===== src/rtl/add_serial.sv =====
// add_serial: multi-cycle N-bit adder that sums K bits per clock, carrying between chunks in a register.
// Operand regs shift right each chunk; the sum shifts in from the top so it is aligned after NC chunks.
module add_serial #(
  parameter int N = 32,
  parameter int K = 8
) (
  input  logic         clk,
  input  logic         rst_n,
  input  logic         in_valid,
  output logic         in_ready,
  input  logic [N-1:0] a,
  input  logic [N-1:0] b,
  input  logic         ci,
  output logic         out_valid,
  input  logic         out_ready,
  output logic [N-1:0] s,
  output logic         co,
  output logic         busy
);
  localparam int NC = N / K;
  localparam int IW = (NC > 1) ? $clog2(NC) : 1;

  typedef enum logic [1:0] {
    IDLE = 2'd0,
    RUN  = 2'd1,
    DONE = 2'd2
  } state_t;

  state_t        state_q, state_d;
  logic [N-1:0]  a_q, a_d;
  logic [N-1:0]  b_q, b_d;
  logic [N-1:0]  s_q, s_d;
  logic          carry_q, carry_d;
  logic          co_q, co_d;
  logic [IW-1:0] idx_q, idx_d;
  logic [K:0]    chunk_sum;
  logic [N-1:0]  chunk_top;

  assign chunk_sum = {1'b0, a_q[K-1:0]} + {1'b0, b_q[K-1:0]} + {{K{1'b0}}, carry_q};
  assign chunk_top = N'(chunk_sum[K-1:0]) << (N - K);

  // Both ports are valid/ready: a transfer happens on a rising edge where valid and ready are
  // both high. in_ready and out_valid decode state_q only, so neither depends on any input.
  assign in_ready  = (state_q == IDLE);
  assign out_valid = (state_q == DONE);
  assign busy      = (state_q != IDLE);
  assign s         = s_q;
  assign co        = co_q;

  always_comb begin
    state_d = state_q;
    a_d     = a_q;
    b_d     = b_q;
    s_d     = s_q;
    carry_d = carry_q;
    co_d    = co_q;
    idx_d   = idx_q;
    unique case (state_q)
      IDLE: begin
        if (in_valid) begin
          a_d     = a;
          b_d     = b;
          carry_d = ci;
          idx_d   = '0;
          s_d     = '0;
          state_d = RUN;
        end
      end
      RUN: begin
        a_d     = a_q >> K;
        b_d     = b_q >> K;
        s_d     = (s_q >> K) | chunk_top;
        carry_d = chunk_sum[K];
        idx_d   = idx_q + 1'b1;
        if (idx_q == IW'(NC - 1)) begin
          co_d    = chunk_sum[K];
          state_d = DONE;
        end
      end
      DONE: begin
        if (out_ready) state_d = IDLE;
      end
      default: state_d = IDLE;
    endcase
  end

  always_ff @(posedge clk or negedge rst_n) begin
    if (!rst_n) begin
      state_q <= IDLE;
      a_q     <= '0;
      b_q     <= '0;
      s_q     <= '0;
      carry_q <= 1'b0;
      co_q    <= 1'b0;
      idx_q   <= '0;
    end else begin
      state_q <= state_d;
      a_q     <= a_d;
      b_q     <= b_d;
      s_q     <= s_d;
      carry_q <= carry_d;
      co_q    <= co_d;
      idx_q   <= idx_d;
    end
  end
endmodule

===== config.mk =====
export PLATFORM = sky130hd
export DESIGN_NAME = add_serial
export DESIGN_NICKNAME = d
export VERILOG_FILES = /design/src/rtl/add_serial.sv
export SDC_FILE = /design/constraint.sdc
export NUM_CORES = 1
export LEC_CHECK = 0
export ABC_AREA = 1
export CORE_UTILIZATION = 50
export DETAILED_ROUTE_END_ITERATION = 10
export PLACE_DENSITY = 0.81
export SLEW_MARGIN = 25
export SYNTH_ARGS = -nofsm -noshare
export SYNTH_HDL_FRONTEND = slang
export SYNTH_SLANG_ARGS = --single-unit

===== constraint.sdc =====
create_clock -name clk -period 1.99 [get_ports clk]
set_input_delay 0.398 -clock clk [delete_from_list [all_inputs] [get_ports clk]]
set_output_delay 0.398 -clock clk [all_outputs]
set_load 0.03 [all_outputs]

== Word level (Yosys, flattened, before mapping) ==
Cells that the tools add are included.

* Bits in registers: 102
* Input port bits: 69
* Output and inout port bits: 36
* Word-level logic and storage cells: 37

* Add/subtract/negate cells: 3
* Bitwise operators: 1
* Eq/ne operators: 6
* Reduce and logical (&&, ||, !) cells: 6
* Multiplexer cells: 14

{| class="wikitable"
|+ Operators by type and width
! operator !! count
|-
| $pmux W32 S2 || 3
|-
| $mux W32 || 3
|-
| $or A24 B32 Y32 || 1
|-
| $add A8 B8 Y9 || 1
|-
| $add A9 B1 Y9 || 1
|-
| $mux W2 || 4
|-
| $pmux W2 S3 || 1
|-
| $eq A2 B2 Y1 const B || 2
|-
| $ne A2 B2 Y1 const B || 2
|-
| $pmux W2 S2 || 1
|-
| $reduce_and A2 Y1 || 2
|-
| $reduce_bool A2 Y1 || 2
|-
| $reduce_and A3 Y1 || 1
|-
| $add A2 B1 Y2 const B || 1
|-
| $eq A2 B1 Y1 const B || 1
|-
| $logic_not A2 Y1 || 1
|-
| $ne A2 B1 Y1 const B || 1
|-
| $pmux W1 S2 || 1
|-
| $mux W1 || 1
|}

== Logic depth before layout (Yosys ltp) ==
* Depth after elaboration: 4
* Depth in mapped cells: 10
* Depth with buffers taken out: 10

== Worst setup path before layout ==
Ideal clock, no wire load.

* Path type: register to register
* From: reg a_q[0]
* To: reg carry_q
* Cell stages (with the launch flop): 11
* Data arrival time: 1.503 ns
* Path buffers: 0
* Slack: 0.370 ns
* Clock period less this slack: 1.620 ns
* Required time: 1.874 ns
* Setup time: 0.116 ns
* Cells stage by stage: dfrtp_1 > fa_1 > inv_1 > fa_1 > inv_1 > nand2_1 > nand3_1 > nand2_1 > nand3_1 > nand2_1 > nand2_1

* Word-level cells in the longest chain between the ends: 3

{| class="wikitable"
|+ Ends and longest elaborated chain
! item !! line !! source
|-
| start, declared || 30 || <nowiki>logic [N-1:0] a_q, a_d;</nowiki>
|-
| start signal, assigned || 90 || <nowiki>a_q <= '0;</nowiki>
|-
| start signal, assigned || 98 || <nowiki>a_q <= a_d;</nowiki>
|-
| $add A8 B8 Y9 || 39 || <nowiki>assign chunk_sum = {1'b0, a_q[K-1:0]} + {1'b0, b_q[K-1:0]} + {{K{1'b0}}, carry_q};</nowiki>
|-
| $add A9 B1 Y9 || 39 ||
|-
| $pmux W1 S2 || 58 || <nowiki>unique case (state_q)</nowiki>
|-
| end signal, assigned || 101 || <nowiki>carry_q <= carry_d;</nowiki>
|-
| end, declared || 33 || <nowiki>logic carry_q, carry_d;</nowiki>
|}

Every way passes these cells.
A chain may end at the register's enable or synchronous reset.

== Final worst setup path ==
* From: reg s_q[29] (netlist: s[29])
* To: out s[29]

{| class="wikitable"
|+ RTL lines
! item !! line !! source
|-
| start, declared || 32 || <nowiki>logic [N-1:0] s_q, s_d;</nowiki>
|-
| start signal, assigned || 92 || <nowiki>s_q <= '0;</nowiki>
|-
| start signal, assigned || 100 || <nowiki>s_q <= s_d;</nowiki>
|-
| end, declared || 16 || <nowiki>output logic [N-1:0] s,</nowiki>
|}

No word-level cell between the ends.

==> results by group <==
STA
  • Final hold violations: 0
  • Hold Slack: between 0.4 and 0.5 ns
  • Setup Skew: 0.00844 ns
  • Max-slew violations: 0
  • Setup TNS: 0 ns
  • Tcrit/Tclk final: between 90 and 100%
  • Min Clock Period, post-route: around 1.8 ns
  • Fmax: about 540 MHz
  • Final setup violation count: 0
  • Relative slew slack: 66.7%
  • Slew @ Worst Pin: between 0.4 and 0.5 ns
  • RSZ-0062 raised after global routing: false

Clock network
  • CTS Buf Count: 9
  • Clk buf depth: 2
  • CTS Root Cell: clkbuf_8
  • H-Tree Depth: 3
  • Clk sinks: ~100
  • Postcts setup bufs: 0
  • Register clock-pin slew on the reported worst setup and hold paths: about 0.090 ns
  • Skew-Pair Late Insertion Delay: about 0.36 ns
  • CTS tree: built

Worst setup path
  • Worst Setup Path Type: register to output pin
  • Crit. End Element: output pin
  • Critical Path Source: s[29]$_DFFE_PN0P_
  • Flop-to-flop setup slack: ~0.22 ns
  • CP arrival: roughly 1.4 ns
  • Critical Path Fanout Max: 3
  • Critical Path Max Stage Delay: around 0.7 ns
  • Cells on worst reg2reg path: 10
  • Req. time, crit path: 1.59 ns
  • Family with the most delay on the worst path: buffers and inverters
  • Slowest CP cell: clkdlybuf4s50_1
  • Worst path cell trace: clkdlybuf4s50_1
  • CP startpoint kind: register
  • R2R Path Start: a_q[0]$_DFFE_PN0P_
  • WP buf/inv: 1
  • R2R Path End: carry_q$_DFFE_PN0P_

Floorplanning
  • Initial Util: 51.8%
  • Die X: a little under 100 µm
  • Die area: between 9000 and 10000 µm²
  • Row cnt: 34
  • Die H: 97.3 µm
  • Io pins: 105
  • Core area: about 8800 µm²

Synthesis
  • Count of flip-flops with a built-in enable after synthesis: 0
  • Post-Syn Area per Cell: 9.00 µm²
  • Register area share after synthesis: a little under three fifths
  • Synth warn: 0
  • Synth Area in XOR/XNOR: less than 1%
  • Most numerous cell in the Yosys netlist: dfrtp_1
  • Synth Area in Simple Gates: 14.8%
  • Largest family of logic cells by synthesized area: compound AO/OA/AOI/OAI gates
  • Area leader, netlist: dfrtp_1
  • Mapped Area: roughly 4500 µm²
  • Adder-Cell Fraction of Synth Area: 3.08%
  • Share of synthesized registers carrying an async set or reset: between 90% and 100%
  • Post-Synthesis Cells: around 500
  • Seq cells post-synth: 102
  • Mapped Nets: 584
  • Synth Area in Compound Gates: about 19%
  • Synth Flop Type: dfrtp_1
  • Commonest cells in the netlist: dfrtp_1 (102), nand2_1 (97), nor2_1 (56), a21oi_1 (53), inv_1 (38)
  • Multiplexer share of the synthesized area: 0%
  • Synth top area cells: dfrtp_1 (56%), nand2_1 (8.0%), a21oi_1 (5.8%), nor2_1 (4.6%), o21ai_1 (4.0%)
  • Yosys top cell area share: a little under three fifths
  • Yosys cell types: 25

Min path
  • Hold endpoint: a_q[15]$_DFFE_PN0P_
  • Worst Hold Class: register to register
  • Hold depth: 2
  • Hold path start: a_q[15]$_DFFE_PN0P_

Placement
  • IO buf count: approximately 100
  • DPL Wire Length: a little under 7000 µm
  • Placed Cells: a little under 700
  • RePlAce Congestion: roughly 0.91

Cells and area
  • Non-Filler Instances: ~710
  • Fin nets: a little under 700
  • # diodes: 0
  • Share of cells above drive strength 1: under 10%
  • Area growth from synthesis to layout: 28.7%

Job
  • Max_cap viols: 0

Pwr
  • Leak Pwr: about 2.7 nW
  • Peak supply drop: between 0.8 and 0.9 mV
  • Pwr Density: 1840 nW/µm²

Detailed routing
  • Antenna-violating nets left: 0
  • Initial DRC Count: roughly 200
  • Drt drc: 0
  • Detailed Route WL: a little under 10000 µm
  • Via count: roughly 3.8k
  • Wire per inst: about 14 µm
  • Initial DRT Pass Iterations: 5
  • Vias per cell: ~5.3

Global route
  • Vias in the first global route: approximately 3.7k
  • Largest net degree at the start of global routing: 67
  • First-pass GRT wire length: 17100 µm
  • Total track usage: between 20 and 25%
  • GR Overflow Total: 0
  • Initial antenna violation count: 0

Run status
  • Status: completed
-- worst reg2reg max path, cell delays in order, from the launching register on --
cell and delay [ns]:
dfrtp_1 0.41, fa_1 0.44, inv_1 0.09, fa_1 0.20
inv_1 0.07, nand2_1 0.06, nand3_1 0.10, nand2_1 0.10
nand3_1 0.07, nand2_1 0.06, nand2_1 0.05
-- layout make-up --
type / instances / area [µm²]
clock buffers: 10 / 128
inverters: 43 / 161
repair buffers: 114 / 1160
flip-flops and latches: 102 / 2550
fillers: 740 / 2920
well taps: 108 / 135
clock inverters: 6 / 38.8
multi-input cells: 330 / 1670
-- cells in the final DEF (no fill, tap or decap) --
cell type / n
nand2_4: 1
nand2_2: 1
o21ai_1: 36
inv_2: 5
clkbuf_8: 9
clkinv_2: 3
a21oi_1: 53
clkinvlp_4: 2
clkbuf_1: 1
inv_1: 38
o31ai_1: 1
clkinv_4: 1
nand3_1: 11
buf_12: 4
nor2_4: 2
xor2_1: 1
o21a_1: 1
dfrtp_1: 102
fa_1: 2
clkdlybuf4s50_1: 100
ha_1: 8
nand2_1: 97
buf_4: 6
o21ai_0: 23
nor2_1: 56
nand4_1: 1
dlygate4sd2_1: 3
a22o_1: 17
o22ai_1: 19
dlygate4sd3_1: 1
-- sequential cells by signal (all words and copies together) (netlist names) --
signal / count
s: 32
carry_q: 1
co: 1
state_q: 2
a_q: 32
b_q: 32
idx_q: 2
-- routing by layer --
metal  share of wire (%)  vias up  track usage, %
met4                 2.1        0            8.26
li1                    -     1863               -
met5                   0        -               0
met3                 5.2       16            5.40
met1                  44     1780            28.7
met2                  49      111            36.8
-- per-stage QoR --
stage          worst slack (ns)  power (W)  utilization [%]  cell area (µm²)
6_report                  0.150     0.0107             66.7             5850
5_1_grt                  0.0438     0.0117             66.7             5850
4_1_cts                   0.123     0.0108             66.7             5850
3_5_place_dp              0.217    0.00969             64.7             5670
3_3_place_gp              0.254    0.00946             64.7             5670
2_1_floorplan             0.370    0.00796                -             4540
-- worst max-delay path by stage --
stage                          endpoint  slack (ns)  cells after the start
finish                            s[29]        0.15                      1
global route        carry_q$_DFFE_PN0P_        0.04                     10
CTS                               s[29]        0.12                      1
detailed placement  b_q[24]$_DFFE_PN0P_        0.22                      8
global placement    b_q[27]$_DFFE_PN0P_        0.25                      8
floorplan           carry_q$_DFFE_PN0P_        0.37                     10
-- logic make-up after synthesis --
family	Yosys count
AOI/OAI and AO/OA	150
xor gates and xnor gates	1
adders and majority gates	10
buffers and inverters	73
DFF	102
and+or+nand+nor	169
-- what timing repair did --
item | 4_1_cts | 5_1_grt
endpoints found under the hold margin | 31 | 0
gates resized for setup | 3 | 0
hold buffers | 1 | 0
setup endpoints to repair | 3 | 0
-- power breakdown --
part,total [W],switching [W],internal (W)
logic,0.00591,0.00361,0.00230
clock network,0.00114,0.000689,0.000451
registers,0.00370,0.000590,0.00311
total,0.0107,0.00489,0.00586
Note: power is estimated with default switching activity, not from simulation.
